==> src/rtl/mem_port_arbiter_pkg.sv <==
// Shared definitions for the unified-memory port arbiter: response owner
// encoding, default widths and the starvation-guard default limit.
package mem_arb_pkg;

  localparam int unsigned ADDR_W_DEF     = 32;
  localparam int unsigned DATA_W_DEF     = 32;
  localparam int unsigned STARVE_MAX_DEF = 4;

  typedef enum logic [1:0] {
    OWN_NONE = 2'd0,
    OWN_IF   = 2'd1,
    OWN_DM   = 2'd2
  } owner_e;

  // Saturating increment so the 4-bit guard counter can never wrap to 0.
  function automatic logic [3:0] sat_inc4(input logic [3:0] v);
    return (v == 4'hF) ? v : v + 4'd1;
  endfunction

endpackage

==> src/rtl/mem_port_arbiter_if.sv <==
// Bus bundle between the fetch stage, the load/store stage, the arbiter and
// the single-ported memory. slave = arbiter view, master = CPU/memory view.
interface mem_port_arbiter_if
  import mem_arb_pkg::*;
#(
  parameter int unsigned ADDR_W = ADDR_W_DEF,
  parameter int unsigned DATA_W = DATA_W_DEF
);

  // Fetch requester
  logic              if_req_i;
  logic [ADDR_W-1:0] if_addr_i;
  logic              if_gnt_o;
  logic              if_valid_o;
  logic [DATA_W-1:0] if_rdata_o;

  // Data requester
  logic              dm_req_i;
  logic              dm_we_i;
  logic [ADDR_W-1:0] dm_addr_i;
  logic [DATA_W-1:0] dm_wdata_i;
  logic              dm_gnt_o;
  logic              dm_valid_o;
  logic [DATA_W-1:0] dm_rdata_o;

  // Memory port
  logic              mem_en_o;
  logic              mem_we_o;
  logic [ADDR_W-1:0] mem_addr_o;
  logic [DATA_W-1:0] mem_wdata_o;
  logic [DATA_W-1:0] mem_rdata_i;

  modport slave (
    input  if_req_i, if_addr_i,
    input  dm_req_i, dm_we_i, dm_addr_i, dm_wdata_i,
    input  mem_rdata_i,
    output if_gnt_o, if_valid_o, if_rdata_o,
    output dm_gnt_o, dm_valid_o, dm_rdata_o,
    output mem_en_o, mem_we_o, mem_addr_o, mem_wdata_o
  );

  modport master (
    output if_req_i, if_addr_i,
    output dm_req_i, dm_we_i, dm_addr_i, dm_wdata_i,
    output mem_rdata_i,
    input  if_gnt_o, if_valid_o, if_rdata_o,
    input  dm_gnt_o, dm_valid_o, dm_rdata_o,
    input  mem_en_o, mem_we_o, mem_addr_o, mem_wdata_o
  );

endinterface

==> src/rtl/mem_port_arbiter_starve_ctr.sv <==
// Fetch starvation guard: counts data grants won while a fetch waits and
// raises force_if once STARVE_MAX such grants have gone by.
module arb_starve_ctr
  import mem_arb_pkg::*;
#(
  parameter int unsigned STARVE_MAX = STARVE_MAX_DEF
) (
  input  logic clk_i,
  input  logic rst_i,
  input  logic if_req,
  input  logic if_gnt,
  input  logic dm_gnt,
  output logic force_if
);

  logic [3:0] cnt;

  always_ff @(posedge clk_i) begin
    if (rst_i) begin
      cnt <= '0;
    end else if (if_gnt || !if_req) begin
      cnt <= '0;
    end else if (dm_gnt) begin
      cnt <= sat_inc4(cnt);
    end
  end

  assign force_if = (cnt == 4'(STARVE_MAX));

endmodule

==> src/rtl/mem_port_arbiter.sv <==
// Single-port memory arbiter between instruction fetch and load/store, with
// one-cycle response routing. Optional fetch starvation guard: ARB_STARVE_GUARD_EN.
module mem_port_arbiter
  import mem_arb_pkg::*;
#(
  parameter int unsigned ADDR_W     = ADDR_W_DEF,
  parameter int unsigned DATA_W     = DATA_W_DEF,
  parameter int unsigned STARVE_MAX = STARVE_MAX_DEF
) (
  input  logic              clk_i,
  input  logic              rst_i,
  mem_port_arbiter_if.slave bus
);

  if (STARVE_MAX < 1 || STARVE_MAX > 15) begin : g_bad_starve_max
    $error("mem_port_arbiter: STARVE_MAX must be in 1..15");
  end

  logic              force_if;
  logic              if_gnt;
  logic              dm_gnt;
  logic [ADDR_W-1:0] addr_mux;
  logic [DATA_W-1:0] wdata_mux;
  owner_e            resp_owner;
  logic              resp_rd;
  logic              if_valid;
  logic              dm_valid;

`ifdef ARB_STARVE_GUARD_EN
  arb_starve_ctr #(
    .STARVE_MAX(STARVE_MAX)
  ) u_starve_ctr (
    .clk_i   (clk_i),
    .rst_i   (rst_i),
    .if_req  (bus.if_req_i),
    .if_gnt  (if_gnt),
    .dm_gnt  (dm_gnt),
    .force_if(force_if)
  );
`else
  assign force_if = 1'b0;
`endif

  // Data wins unless the guard is forcing a waiting fetch through.
  always_comb begin
    if_gnt = 1'b0;
    dm_gnt = 1'b0;
    if (bus.dm_req_i && !(bus.if_req_i && force_if)) begin
      dm_gnt = 1'b1;
    end else if (bus.if_req_i) begin
      if_gnt = 1'b1;
    end
  end

  always_comb begin
    addr_mux  = '0;
    wdata_mux = '0;
    if (dm_gnt) begin
      addr_mux  = bus.dm_addr_i;
      wdata_mux = bus.dm_wdata_i;
    end else if (if_gnt) begin
      addr_mux  = bus.if_addr_i;
    end
  end

  assign bus.if_gnt_o    = if_gnt;
  assign bus.dm_gnt_o    = dm_gnt;
  assign bus.mem_en_o    = if_gnt | dm_gnt;
  assign bus.mem_we_o    = dm_gnt & bus.dm_we_i;
  assign bus.mem_addr_o  = addr_mux;
  assign bus.mem_wdata_o = wdata_mux;

  // Grants taken while in reset leave no response behind.
  always_ff @(posedge clk_i) begin
    if (rst_i) begin
      resp_owner <= OWN_NONE;
      resp_rd    <= 1'b0;
    end else begin
      if (dm_gnt) begin
        resp_owner <= OWN_DM;
      end else if (if_gnt) begin
        resp_owner <= OWN_IF;
      end else begin
        resp_owner <= OWN_NONE;
      end
      resp_rd <= if_gnt | (dm_gnt & ~bus.dm_we_i);
    end
  end

  assign if_valid = (resp_owner == OWN_IF);
  assign dm_valid = (resp_owner == OWN_DM);

  assign bus.if_valid_o = if_valid;
  assign bus.dm_valid_o = dm_valid;
  assign bus.if_rdata_o = (if_valid && resp_rd) ? bus.mem_rdata_i : '0;
  assign bus.dm_rdata_o = (dm_valid && resp_rd) ? bus.mem_rdata_i : '0;

endmodule

==> src/flat_wrapper.sv <==
// flat-port wrapper written by rule: the top's interface ports become plain ports
module mem_port_arbiter_flat import mem_arb_pkg::*;
#(
  parameter int unsigned ADDR_W     = ADDR_W_DEF,
  parameter int unsigned DATA_W     = DATA_W_DEF,
  parameter int unsigned STARVE_MAX = STARVE_MAX_DEF
)
  (clk_i, rst_i, bus_if_req_i, bus_if_addr_i, bus_dm_req_i, bus_dm_we_i, bus_dm_addr_i, bus_dm_wdata_i, bus_mem_rdata_i, bus_if_gnt_o, bus_if_valid_o, bus_if_rdata_o, bus_dm_gnt_o, bus_dm_valid_o, bus_dm_rdata_o, bus_mem_en_o, bus_mem_we_o, bus_mem_addr_o, bus_mem_wdata_o);
  mem_port_arbiter_if #(.ADDR_W(ADDR_W), .DATA_W(DATA_W)) bus_i ();
  input  logic clk_i;
  input  logic rst_i;
  input wire logic [$bits(bus_i.if_req_i)-1:0] bus_if_req_i;
  input wire logic [$bits(bus_i.if_addr_i)-1:0] bus_if_addr_i;
  input wire logic [$bits(bus_i.dm_req_i)-1:0] bus_dm_req_i;
  input wire logic [$bits(bus_i.dm_we_i)-1:0] bus_dm_we_i;
  input wire logic [$bits(bus_i.dm_addr_i)-1:0] bus_dm_addr_i;
  input wire logic [$bits(bus_i.dm_wdata_i)-1:0] bus_dm_wdata_i;
  input wire logic [$bits(bus_i.mem_rdata_i)-1:0] bus_mem_rdata_i;
  output wire logic [$bits(bus_i.if_gnt_o)-1:0] bus_if_gnt_o;
  output wire logic [$bits(bus_i.if_valid_o)-1:0] bus_if_valid_o;
  output wire logic [$bits(bus_i.if_rdata_o)-1:0] bus_if_rdata_o;
  output wire logic [$bits(bus_i.dm_gnt_o)-1:0] bus_dm_gnt_o;
  output wire logic [$bits(bus_i.dm_valid_o)-1:0] bus_dm_valid_o;
  output wire logic [$bits(bus_i.dm_rdata_o)-1:0] bus_dm_rdata_o;
  output wire logic [$bits(bus_i.mem_en_o)-1:0] bus_mem_en_o;
  output wire logic [$bits(bus_i.mem_we_o)-1:0] bus_mem_we_o;
  output wire logic [$bits(bus_i.mem_addr_o)-1:0] bus_mem_addr_o;
  output wire logic [$bits(bus_i.mem_wdata_o)-1:0] bus_mem_wdata_o;
  assign bus_i.if_req_i = bus_if_req_i;
  assign bus_i.if_addr_i = bus_if_addr_i;
  assign bus_i.dm_req_i = bus_dm_req_i;
  assign bus_i.dm_we_i = bus_dm_we_i;
  assign bus_i.dm_addr_i = bus_dm_addr_i;
  assign bus_i.dm_wdata_i = bus_dm_wdata_i;
  assign bus_i.mem_rdata_i = bus_mem_rdata_i;
  assign bus_if_gnt_o = bus_i.if_gnt_o;
  assign bus_if_valid_o = bus_i.if_valid_o;
  assign bus_if_rdata_o = bus_i.if_rdata_o;
  assign bus_dm_gnt_o = bus_i.dm_gnt_o;
  assign bus_dm_valid_o = bus_i.dm_valid_o;
  assign bus_dm_rdata_o = bus_i.dm_rdata_o;
  assign bus_mem_en_o = bus_i.mem_en_o;
  assign bus_mem_we_o = bus_i.mem_we_o;
  assign bus_mem_addr_o = bus_i.mem_addr_o;
  assign bus_mem_wdata_o = bus_i.mem_wdata_o;
  mem_port_arbiter #(.ADDR_W(ADDR_W), .DATA_W(DATA_W), .STARVE_MAX(STARVE_MAX)) u_core (.clk_i(clk_i), .rst_i(rst_i), .bus(bus_i));
endmodule
==> config.mk <==
export PLATFORM = sky130hd
export DESIGN_NAME = mem_port_arbiter_flat
export DESIGN_NICKNAME = d
export VERILOG_FILES = /design/src/rtl/mem_port_arbiter_pkg.sv /design/src/rtl/mem_port_arbiter_if.sv /design/src/rtl/mem_port_arbiter_starve_ctr.sv /design/src/rtl/mem_port_arbiter.sv /design/src/flat_wrapper.sv
export SDC_FILE = /design/constraint.sdc
export NUM_CORES = 1
export LEC_CHECK = 0
export CORE_AREA = 4 4 102 104
export CTS_CLUSTER_DIAMETER = 100
export CTS_CLUSTER_SIZE = 30
export DETAILED_ROUTE_END_ITERATION = 8
export DIE_AREA = 0 0 106 108
export PLACE_DENSITY = 0.68
export SLEW_MARGIN = 10
export SYNTH_ARGS = -nofsm -noshare
export SYNTH_HDL_FRONTEND = slang
export SYNTH_SLANG_ARGS = --single-unit
==> constraint.sdc <==
create_clock -name clk_i -period 1.6 [get_ports clk_i]
set_clock_uncertainty 0.2 [all_clocks]
set_input_delay 0.16 -clock clk_i [delete_from_list [all_inputs] [get_ports clk_i]]
set_output_delay 0.16 -clock clk_i [all_outputs]
set_load 0.005 [all_outputs]
### Word level (Yosys, flattened, before mapping)

Cells that the tools add are included.

* bitwise logic cells: 5
* eq/ne operators: 2
* multiplexer cells: 10
* reduce and logical (&&, ||, !) cells: 3

Operators by type and width (count)
* $mux W32: 5
* $mux W1: 4
* $and A1 B1 Y1: 2
* $eq A2 B1 Y1 const B: 1
* $eq A2 B2 Y1 const B: 1
* $logic_and A1 B1 Y1: 2
* $mux W2: 1
* $or A1 B1 Y1: 2
* $reduce_or A2 Y1: 1
* $not A1 Y1: 1

* logic and storage cells: 23
* output and inout bits: 134
* bits of input ports: 133
* flip-flop bits (word level): 3

### Logic depth before layout (Yosys ltp)

* depth after elaboration: 4
* mapped depth: 4
* gate-level depth less buffers: 2

### Least setup slack after synthesis

OpenSTA, ideal clock, no wires.

* kind: flip-flop to output port
* from: register u_core.resp_owner[1]
* to: output bus_if_rdata_o[10]
* buffers on the path: 1
* path slack: 0.424 ns
* arrival: 0.816 ns
* required time: 1.240 ns
* cell stages (with the launch flop): 4
* cell sequence: dfxtp_1 and3b_1 buf_2 and2_1

* word-level cells in the longest chain between the ends: 3

Ends and longest elaborated chain
* start, declared: RTL line mem_port_arbiter.sv:24 `owner_e resp_owner;`
* start signal, assigned: RTL line mem_port_arbiter.sv:76 `resp_owner <= OWN_NONE;`
* start signal, assigned: RTL line mem_port_arbiter.sv:80 `resp_owner <= OWN_DM;`
* start signal, assigned: RTL line mem_port_arbiter.sv:82 `resp_owner <= OWN_IF;`
* $eq A2 B1 Y1: RTL line mem_port_arbiter.sv:90 `assign if_valid = (resp_owner == OWN_IF);`
* $logic_and A1 B1 Y1: RTL line mem_port_arbiter.sv:95 `assign bus.if_rdata_o = (if_valid && resp_rd) ? bus.mem_rdata_i : '0;`
* $mux W32: RTL line mem_port_arbiter.sv:95
* end, declared: RTL line flat_wrapper.sv:21 `output wire logic [$bits(bus_i.if_rdata_o)-1:0] bus_if_rdata_o;`

Every way passes these cells.

### Worst setup path in the final report

* from: register u_core.resp_owner[1]
* to: output bus_if_rdata_o[16]

Same word-level chain as after synthesis.

==> reports/results.ini <==
[cells_and_area]
multi_input_area_um2=1110
final_common_cell=clkdlybuf4s50_1
syn_to_final_growth_pct=305.6
fin_area_um2=4537
nFillCells=935
n_antenna_cell=0
stdcell_count=586
final_nets=587
final_cell_mix=136 x clkdlybuf4s50_1, 74 x buf_6, 60 x and2_4
final_layout_size_suffix_gt1_share_pct=42.83
regArea_um2=62.56

[synthesis]
synth_cell_type_count=13
syn_area_per_cell_um2=6.991
synth_top_area_share_pct=53.13
yosysWarnings=0
synth-seq-area-share_pct=5.369
synth_seq_cells=3
synth_cells=160
synth_fp_nets=293
synth_largest_area_cell=and2_1
yosys-top-cells-area=and2_1 53%, a22o_1 25%, dfxtp_1 5.4%
netlist_area_um2=1119

[global_routing]
grt_max_degree=29
grt_pass1_vias=2539
antenna_found_initial=0
grt_use_total_pct=14.22
grt_pass1_wl_um=13150
grt-ovfl-total=0

[clock_tree]
cts_tree=done
cts_buffers=3
clk_pin_slew_ps=30
clock-sinks=3
cts.path.max_buffers=2
ctsRootBufferMaster=clkbuf_8
h-tree-depth=1

[timing]
finalMaxSlewViolations=0
period_share_pct=103.5
holdWs_ps=226.6
period_needed_ps=1655
finalWorstSetupSlack_ps=-55.24
timing.setup.tns_ps=-1533
setup_viol=60
fmax_ghz=0.6041
grt_setup_unrepaired=true
maxSlewHeadroom_pct=85.56
worstMarginPinSlew_ps=215.8
hold_viol_final=0

[placement]
placedCellCount=559
place_hpwl_um=7173
io_buffer_count=266
placement.cell_area_um2=4008
gp_congestion=0.8105

[min_path]
min_from=bus_dm_req_i
holdPathEnd=u_core.resp_owner[1]
holdCritPathClass=in -> reg
min_path_cells=3

[critical_path]
required_ps=1240
cp-start-kind=flop
crit_arrival_ps=1300
cp-end-kind=primary output
crit_start=u_core.resp_owner[1]
cp_max_fo=8
crit_type=reg -> out

[power_and_ir_drop]
power_mw=1.159
power_density_nw_per_um2=255.5
vdd_drop_max_uv=162.0
leakagePower_nw=2.269

[status]
outcome=finished with violations
violations=negative setup slack

[routing]
antenna_left=0
vias=2318
drt_pre_antenna_iters=4
wl_um=9293
wl_per_cell_um=15.86
drc_errors=0
drtIter0Drc=36
detail_route.vias_per_cell=3.956

[die]
core_um2=9549
io_pins=267
dieWidth_um=106
die-area_um2=11450
die_h_um=108
rows=36
initial_core_util_pct=11.71

[job]
drv_cap=0

[worst max path at each step]
stage	slack [ps]	endpoint
after floorplan	420	bus_if_rdata_o[10]
after global placement	-440	bus_mem_addr_o[18]
after detailed placement	-470	bus_mem_addr_o[22]
after CTS	-160	bus_if_rdata_o[27]
after global routing	-90	bus_if_rdata_o[16]
final	-60	bus_if_rdata_o[16]
[worst max-delay path: stages, from the launching register on]
cell	delay [ps]
dfxtp_2	320
and3b_2	230
buf_6	140
buf_16	140
and2_4	150
buf_6	100
[cell type report]
class	instances	area share [%]
Clock buffer	4	0.9928
Inverter	1	0.08274
Tap cell	133	3.668
Multi-Input combinational cell	138	24.46
Timing Repair Buffer	307	69.42
Sequential cell	3	1.379
[through the flow]
stage	worst slack (ps)	utilization (%)
floorplan	423.6	-
global placement	-438.3	41.97
detailed placement	-466.2	41.97
CTS	-163.4	45.72
global route	-92.31	47.51
finish	-55.24	47.51
[cells in the mapped netlist]
cell      count
clkbuf_1      3
a22o_1       32
nor2_1        1
dfxtp_1       3
buf_4         2
nor2b_1       5
buf_6         3
inv_1         1
and3b_1       2
and3_1        2
and2_1       95
buf_2        10
nor3_1        1
[power breakdown]
group	switching, mW	total (mW)	internal [mW]
Sequential	0.00247	0.0825	0.0800
Clock	0.0483	0.218	0.170
Combinational	0.251	0.858	0.608
Total	0.301	1.16	0.858
[what timing repair did]
action	4_1_cts	5_1_grt
gates resized for setup	456	76
gates cloned	9	1
hold buffers	0	0
setup endpoints to repair	133	86
buffers inserted	19	0
pin swaps	48	17
[routing by layer]
layer | track usage [%] | share of wire [%] | vias to the layer above | wire length (µm)
li1 | - | - | 1124 | -
met1 | 14.04 | 35 | 1031 | 3260
met2 | 29.64 | 54 | 159 | 5059
met3 | 4.179 | 9.9 | 4 | 919
met4 | 1.850 | 0.57 | 0 | 53
met5 | 0 | 0 | - | 0
[logic make-up (layout without fill, tap and decap cells)]
kind of cell / after synthesis / count (layout) / synth area share, %
compound gates: 32 / 32 / 25.06
buf+inv: 19 / 312 / 10.18
flops: 3 / 3 / 5.369
simple gates: 106 / 106 / 59.40
[registers in the layout (all words and copies together), names as in the netlist]
register and count:
u_core.resp_owner 2, u_core.resp_rd 1
Note: power is estimated with default switching activity, not from simulation.
